### config.mk
export PLATFORM = sky130hd
export DESIGN_NAME = calc_cmd_sequencer_flat
export DESIGN_NICKNAME = d
export VERILOG_FILES = /design/src/rtl/calc_cmd_sequencer_if.sv /design/src/rtl/calc_cmd_sequencer.sv /design/src/flat_wrapper.sv
export SDC_FILE = /design/constraint.sdc
export NUM_CORES = 1
export LEC_CHECK = 0
export CELL_PAD_IN_SITES_DETAIL_PLACEMENT = 0
export CELL_PAD_IN_SITES_GLOBAL_PLACEMENT = 1
export CORE_UTILIZATION = 45
export CTS_BUF_LIST = sky130_fd_sc_hd__clkbuf_8
export CTS_CLUSTER_SIZE = 20
export DETAILED_ROUTE_END_ITERATION = 6
export DONT_BUFFER_PORTS = 1
export PLACE_DENSITY = 0.76
export REMOVE_ABC_BUFFERS = 1
export SLEW_MARGIN = 15
export SYNTH_ARGS = -nofsm -noshare
export SYNTH_HDL_FRONTEND = slang
export SYNTH_SLANG_ARGS = --single-unit
export TNS_END_PERCENT = 1
### constraint.sdc
create_clock -name clk -period 2.4 [get_ports clk]
set_input_delay 0.36 -clock clk [delete_from_list [all_inputs] [get_ports clk]]
set_output_delay 0.36 -clock clk [all_outputs]
set_load 0.05 [all_outputs]
### src/rtl/calc_cmd_sequencer_if.sv
// Command handshake between the producer and the calculator command sequencer.
// The producer drives valid/op/data; the sequencer answers with ready.
interface calc_cmd_sequencer_if;
  logic       cmd_valid;
  logic       cmd_ready;
  logic [2:0] cmd_op;
  logic [7:0] cmd_data;

  modport master (
    output cmd_valid,
    output cmd_op,
    output cmd_data,
    input  cmd_ready
  );

  modport slave (
    input  cmd_valid,
    input  cmd_op,
    input  cmd_data,
    output cmd_ready
  );
endinterface

### src/rtl/calc_cmd_sequencer.sv
// Queues (op, data) commands for the 8-bit calculator and issues at most one per clock.
// Each READ it issues is followed through the calculator, and the returned value is captured.
module calc_cmd_sequencer #(
  parameter int unsigned DEPTH = 4,
  parameter int unsigned AW    = 2
) (
  input  logic                 clk,
  input  logic                 rst,
  calc_cmd_sequencer_if.slave  cmd_if,
  input  logic                 i_pause,
  output logic [2:0]           o_calc_codigo,
  output logic [7:0]           o_calc_entrada,
  input  logic [7:0]           i_calc_saida,
  output logic [7:0]           o_result,
  output logic                 o_result_valid,
  output logic [AW:0]          o_fifo_count
);

  localparam logic [2:0]    OpNop     = 3'b000;
  localparam logic [2:0]    OpRead    = 3'b011;
  localparam logic [AW:0]   FullCount = DEPTH[AW:0];
  localparam logic [AW-1:0] PtrOne    = {{(AW-1){1'b0}}, 1'b1};
  localparam logic [AW:0]   CountOne  = {{AW{1'b0}}, 1'b1};

  typedef struct packed {
    logic [2:0] op;
    logic [7:0] data;
  } cmd_t;

  cmd_t          r_mem [DEPTH];
  logic [AW-1:0] r_wr_ptr;
  logic [AW-1:0] r_rd_ptr;
  logic [AW:0]   r_count;
  logic [2:0]    r_calc_codigo;
  logic [7:0]    r_calc_entrada;
  logic [1:0]    r_rd_pipe;
  logic [7:0]    r_result;
  logic          r_result_valid;

  logic          w_ready;
  logic          w_push;
  logic          w_pop;
  cmd_t          w_head;
  logic [AW:0]   w_count_nxt;

  // Ready looks only at the registered count, so a same-cycle pop never frees a slot early.
  assign w_ready = (r_count != FullCount);
  assign w_push  = cmd_if.cmd_valid && w_ready;
  assign w_pop   = !i_pause && (r_count != '0);
  assign w_head  = r_mem[r_rd_ptr];

  always_comb begin
    w_count_nxt = r_count;
    unique case ({w_push, w_pop})
      2'b10:   w_count_nxt = r_count + CountOne;
      2'b01:   w_count_nxt = r_count - CountOne;
      default: w_count_nxt = r_count;
    endcase
  end

  always_ff @(posedge clk) begin
    if (w_push) begin
      r_mem[r_wr_ptr] <= '{op: cmd_if.cmd_op, data: cmd_if.cmd_data};
    end
  end

  always_ff @(posedge clk or posedge rst) begin
    if (rst) begin
      r_wr_ptr <= '0;
      r_rd_ptr <= '0;
      r_count  <= '0;
    end else begin
      if (w_push) begin
        r_wr_ptr <= r_wr_ptr + PtrOne;
      end
      if (w_pop) begin
        r_rd_ptr <= r_rd_ptr + PtrOne;
      end
      r_count <= w_count_nxt;
    end
  end

  // Paused or empty cycles drive an explicit NOP, so the calculator never sees a stale command.
  always_ff @(posedge clk or posedge rst) begin
    if (rst) begin
      r_calc_codigo  <= OpNop;
      r_calc_entrada <= 8'h00;
    end else if (w_pop) begin
      r_calc_codigo  <= w_head.op;
      r_calc_entrada <= w_head.data;
    end else begin
      r_calc_codigo  <= OpNop;
      r_calc_entrada <= 8'h00;
    end
  end

  // The calculator updates saida one edge after it sees READ; capture it one edge later.
  always_ff @(posedge clk or posedge rst) begin
    if (rst) begin
      r_rd_pipe      <= 2'b00;
      r_result       <= 8'h00;
      r_result_valid <= 1'b0;
    end else begin
      r_rd_pipe <= {r_rd_pipe[0], (w_pop && (w_head.op == OpRead))};
      if (r_rd_pipe[1]) begin
        r_result       <= i_calc_saida;
        r_result_valid <= 1'b1;
      end else begin
        r_result_valid <= 1'b0;
      end
    end
  end

  assign cmd_if.cmd_ready = w_ready;
  assign o_calc_codigo    = r_calc_codigo;
  assign o_calc_entrada   = r_calc_entrada;
  assign o_result         = r_result;
  assign o_result_valid   = r_result_valid;
  assign o_fifo_count     = r_count;

  a_count_bound : assert property (@(posedge clk) disable iff (rst) r_count <= FullCount);
  a_no_full_push : assert property (@(posedge clk) disable iff (rst)
                                    !(cmd_if.cmd_valid && cmd_if.cmd_ready && r_count == FullCount));

endmodule

### src/flat_wrapper.sv
// flat-port wrapper written by rule: the top's interface ports become plain ports
module calc_cmd_sequencer_flat 
#(
  parameter int unsigned DEPTH = 4,
  parameter int unsigned AW    = 2
)
  (clk, rst, i_pause, o_calc_codigo, o_calc_entrada, i_calc_saida, o_result, o_result_valid, o_fifo_count, cmd_if_cmd_valid, cmd_if_cmd_op, cmd_if_cmd_data, cmd_if_cmd_ready);
  calc_cmd_sequencer_if cmd_if_i ();
  input  logic clk;
  input  logic rst;
  input  logic i_pause;
  output logic [2:0] o_calc_codigo;
  output logic [7:0] o_calc_entrada;
  input  logic [7:0] i_calc_saida;
  output logic [7:0] o_result;
  output logic o_result_valid;
  output logic [AW:0] o_fifo_count;
  input wire logic [$bits(cmd_if_i.cmd_valid)-1:0] cmd_if_cmd_valid;
  input wire logic [$bits(cmd_if_i.cmd_op)-1:0] cmd_if_cmd_op;
  input wire logic [$bits(cmd_if_i.cmd_data)-1:0] cmd_if_cmd_data;
  output wire logic [$bits(cmd_if_i.cmd_ready)-1:0] cmd_if_cmd_ready;
  assign cmd_if_i.cmd_valid = cmd_if_cmd_valid;
  assign cmd_if_i.cmd_op = cmd_if_cmd_op;
  assign cmd_if_i.cmd_data = cmd_if_cmd_data;
  assign cmd_if_cmd_ready = cmd_if_i.cmd_ready;
  calc_cmd_sequencer #(.DEPTH(DEPTH), .AW(AW)) u_core (.clk(clk), .rst(rst), .cmd_if(cmd_if_i), .i_pause(i_pause), .o_calc_codigo(o_calc_codigo), .o_calc_entrada(o_calc_entrada), .i_calc_saida(i_calc_saida), .o_result(o_result), .o_result_valid(o_result_valid), .o_fifo_count(o_fifo_count));
endmodule
==> impl_results.md <==
- VDD IR max: 703 uV
- Detailed placer's ending HPWL: 2850 um
- Max Slew Vio Count: 0
- Crit-path cells: or3b_4 -> and2_4 -> inv_1 -> ha_1 -> inv_1 -> fa_1 -> xor2_1 -> nor2_1 -> xor2_1
- Iteration-0 DRC Markers: 36
- Sequential area share after synthesis: roughly three quarters
- Result of the run: completed
- Gp weighted congestion: a little under 0.7
- Proportion of power drawn by flip-flops and latches: around 57%
- Final-report setup violation count: 0
- GRT Overall Usage: between 15 and 20%
- Switching share of total power: ~39%
- Reg-to-reg critical path endpoint: u_core.o_fifo_count[2]
- Setup slack after layout: 0.194 ns
- Fin util: about half
- Flip-flop and latch count after synthesis: 73
- Post-detailed-route count of antenna-violating nets: 0
- Area of the multi-input gates: 649 um^2
- Post-layout minimum cycle time: 2.21 ns
- GRT overflow: 0
- Critical path startpoint category: flip-flop
- Cell Area, Synth: 2750 um^2
- Post-synth EDFFs: 44
- H-tree depth: 3
- Relative contribution of combinational cells to total power: ~23%
- Final critical-path share of the clock period: 91.9%
- Total detailed-routing wirelength: 4310 um
- Number of search-and-repair iterations in the first detailed-routing pass: 4
- Pwr/cell area: 1420 nW/um^2
- Number of max-capacitance violations reported: 0
- Clock root buffer: sky130_fd_sc_hd__clkbuf_8
- Critical path arrival: 2.46 ns
- Transition time at the pin with the least slew margin: 0.569 ns
- Nets@finish: about 190
- Post-synthesis average cell area: 19.5 um^2
- Final std cells w/o fill: 236
- Final-report hold violation count: 0
- Remaining routing DRC violations: 0
- Internal power: around 2.7 mW
- FF/Latch Area: 2050 um^2
- Number of buffers inserted during clock tree synthesis: 9
- Clock tree from TritonCTS: built
- Number of global-route vias before repair: 1409
- DR vias: 1212
- Count of different cell masters after synthesis: 24
- Clock slew at reported path FFs: 0.08 ns
- Static leakage power: 1.19 nW
- Ports: between 40 and 50
- Number of buffers added for setup after CTS: 0
- Hold path startpoint: cmd_if_cmd_data[1]
- Clock network fraction of design power: 20.6%
- Worst path buffer plus inverter count: 2
- Largest net degree at the start of global routing: 30
- Std-Cell Rows: 28
- CP max stage cell: sky130_fd_sc_hd__dfrtp_1
- Setup repair after global routing missed its margin: no
- Detail-routed via count per cell: 5.14
- Clock insertion delay at the later pin of the skew report: 0.33 ns
- Starting Density: between 40% and 50%
- Async S/R FF share, synth: roughly 40%
- Slowest Stage Delay on Critical Path: 0.44 ns
- Crit end category: flip-flop
- Path category of the worst min-delay check: input port to flip-flop
- Peak Freq: 453 MHz
- Setup WS pre-CTS: ~0.21 ns
- Count of cells along the worst hold path: 0
- Destination of the worst hold path: u_core.r_mem[2][1]
- Worst-case clock buffer depth: 2
- Detail-routed net length per standard cell: 18.3 um
- Family with the most delay on the worst path: simple AND/OR/NAND/NOR gates
- Floorplan Core Area: 5920 um^2
- Number of inserted diodes: 0
- Clock skew: 0.00696 ns
- Gate Count Post-Synth: 141
- Area added between synthesis and finish: 11.8%
- Max-slew headroom: between 60% and 70%
- Cell depth of the worst flop-to-flop path: 9
- Startpoint of the lowest-slack register-to-register path: u_core.o_fifo_count[0]
- Warnings, synthesis: 0
- Fraction of final layout cells sized beyond drive strength 1: between 20% and 30%
- Buffers added on ports: 0
- Crit path max fanout: 5
- Global-route wire length before repair: 6980 um
- Register-to-register path setup slack: 0.19 ns
- Switching Power: 1.69 mW
- Antenna violations before repair: 0
- Most used DFF post-synth: sky130_fd_sc_hd__edfxtp_1
- Die extent in x: roughly 80 um
- Total clock sinks: between 70 and 80
- Classification of the worst setup path: flip-flop to flip-flop
- Filler instances: 476
- Required @ worst endpoint: between 2 and 3 ns
- Cell count after placement: 219
- Vertical die dimension: 80.2 um
- Floorplan die area: 6430 um^2
[cells by family after synthesis]
group | count (synthesis) | share of synthesized area, %
adder cells (fa/ha/maj) | 6 | 3.00
AND/OR/NAND/NOR | 22 | 5.37
flip-flops | 73 | 74.4
multiplexers | 21 | 13.3
buffers and inverters | 13 | 2.00
XOR/XNOR | 6 | 1.91
[metal layers]
layer,global-route usage (%),vias to the layer above,share of wire [%]
met5,0,-,0
met4,7.50,0,1.3
met3,5.45,6,5.9
met2,28.6,36,54
met1,16.1,625,39
li1,-,545,-
[worst register-to-register path: stages (launching register included)]
cell and delay [ns]:
sky130_fd_sc_hd__dfrtp_1 0.44, sky130_fd_sc_hd__or3b_4 0.42, sky130_fd_sc_hd__and2_4 0.18, sky130_fd_sc_hd__inv_1 0.05
sky130_fd_sc_hd__ha_1 0.17, sky130_fd_sc_hd__inv_1 0.07, sky130_fd_sc_hd__fa_1 0.37, sky130_fd_sc_hd__xor2_1 0.17
sky130_fd_sc_hd__nor2_1 0.11, sky130_fd_sc_hd__xor2_1 0.15
[Yosys cell counts (2+ instances only)]
master / number / share of area (%)
sky130_fd_sc_hd__xor2_1: 3 / 0.96
sky130_fd_sc_hd__nor2_1: 2 / 0.27
sky130_fd_sc_hd__mux2_2: 8 / 3.3
sky130_fd_sc_hd__edfxtp_1: 44 / 48
sky130_fd_sc_hd__buf_2: 2 / 0.36
sky130_fd_sc_hd__mux4_2: 10 / 8.2
sky130_fd_sc_hd__ha_1: 5 / 2.3
sky130_fd_sc_hd__inv_1: 9 / 1.2
sky130_fd_sc_hd__dfrtp_1: 29 / 26
sky130_fd_sc_hd__xnor2_1: 3 / 0.96
sky130_fd_sc_hd__and2_1: 10 / 2.3
sky130_fd_sc_hd__and3_2: 4 / 1.1
[sequential cells by signal, indices dropped and copies added (netlist names)]
name,cells
u_core.r_mem,44
u_core.o_fifo_count,3
u_core.o_calc_entrada,8
u_core.o_calc_codigo,3
u_core.r_rd_pipe,2
u_core.r_rd_ptr,2
u_core.o_result_valid,1
u_core.r_wr_ptr,2
u_core.o_result,8
[repair_timing]
action	in CTS	in global routing
resized for setup	0	0
hold endpoints to repair	29	0
hold buffers	1	0
[through the flow]
step                      instance area (um^2)  total power [mW]  hold slack (ns)  TNS (ns)
final                                     3080              4.37            0.119         0
after global routing                      3080              4.61           0.0975         0
after CTS                                 3080              4.44            0.105         0
after detailed placement                  2880              3.53            0.350         0
after global placement                    2880              3.47            0.335         0
after floorplan                           2730              3.22            0.331    -0.105
[worst max path at each step]
stage | startpoint | cells past startpoint | endpoint | slack (ns)
2_1_floorplan | u_core.o_fifo_count[2] | 9 | u_core.o_fifo_count[2] | -0.11
3_3_place_gp | u_core.o_fifo_count[0] | 9 | u_core.o_fifo_count[2] | 0.29
3_5_place_dp | u_core.o_fifo_count[0] | 9 | u_core.o_fifo_count[2] | 0.21
4_1_cts | u_core.o_fifo_count[0] | 9 | u_core.o_fifo_count[2] | 0.19
5_1_grt | u_core.o_fifo_count[0] | 9 | u_core.o_fifo_count[2] | 0.09
6_report | u_core.o_fifo_count[0] | 9 | u_core.o_fifo_count[2] | 0.19
[cell type report]
class                           instances  share of cell area (%)
Clock buffer                            9                    4.03
Timing Repair Buffer                    8                    2.03
Tap cell                               75                    3.05
Inverter                                9                    1.10
Sequential cell                        73                    66.6
Clock inverter                          7                    2.12
Multi-Input combinational cell         55                    21.1
[placed cells by master, fill, tap and decap left out]
cell type                       netlist  final
sky130_fd_sc_hd__and2_1              10     10
sky130_fd_sc_hd__and2_4               1      1
sky130_fd_sc_hd__and3_2               4      4
sky130_fd_sc_hd__buf_4                1      7
sky130_fd_sc_hd__bufinv_16            0      1
sky130_fd_sc_hd__clkbuf_8             0      9
sky130_fd_sc_hd__clkinv_1             0      1
sky130_fd_sc_hd__clkinv_4             0      1
sky130_fd_sc_hd__clkinvlp_4           0      2
sky130_fd_sc_hd__dfrtp_1             29     29
sky130_fd_sc_hd__dlygate4sd3_1        0      1
sky130_fd_sc_hd__edfxtp_1            44     44
sky130_fd_sc_hd__fa_1                 1      1
sky130_fd_sc_hd__ha_1                 5      5
sky130_fd_sc_hd__inv_1                9     11
sky130_fd_sc_hd__mux2_2               8      8
sky130_fd_sc_hd__mux2_4               1      1
sky130_fd_sc_hd__mux2i_1              1      1
sky130_fd_sc_hd__mux4_1               1      1
sky130_fd_sc_hd__mux4_2              10     10
sky130_fd_sc_hd__nor2_1               2      2
sky130_fd_sc_hd__nor3_1               1      1
sky130_fd_sc_hd__nor3b_1              1      1
sky130_fd_sc_hd__nor4b_1              1      1
sky130_fd_sc_hd__or2_1                1      1
sky130_fd_sc_hd__or3b_4               1      1
sky130_fd_sc_hd__xnor2_1              3      3
sky130_fd_sc_hd__xor2_1               3      3
[power groups by stage]
stage,combinational (mW),sequential [mW],clock (mW)
after global placement,0.979,2.49,0
after floorplan,0.667,2.55,0
after CTS,1.01,2.50,0.928
after global routing,1.09,2.54,0.982
after detailed placement,1.01,2.52,0
final,0.988,2.48,0.902
Note: power is estimated with default switching activity, not from simulation.
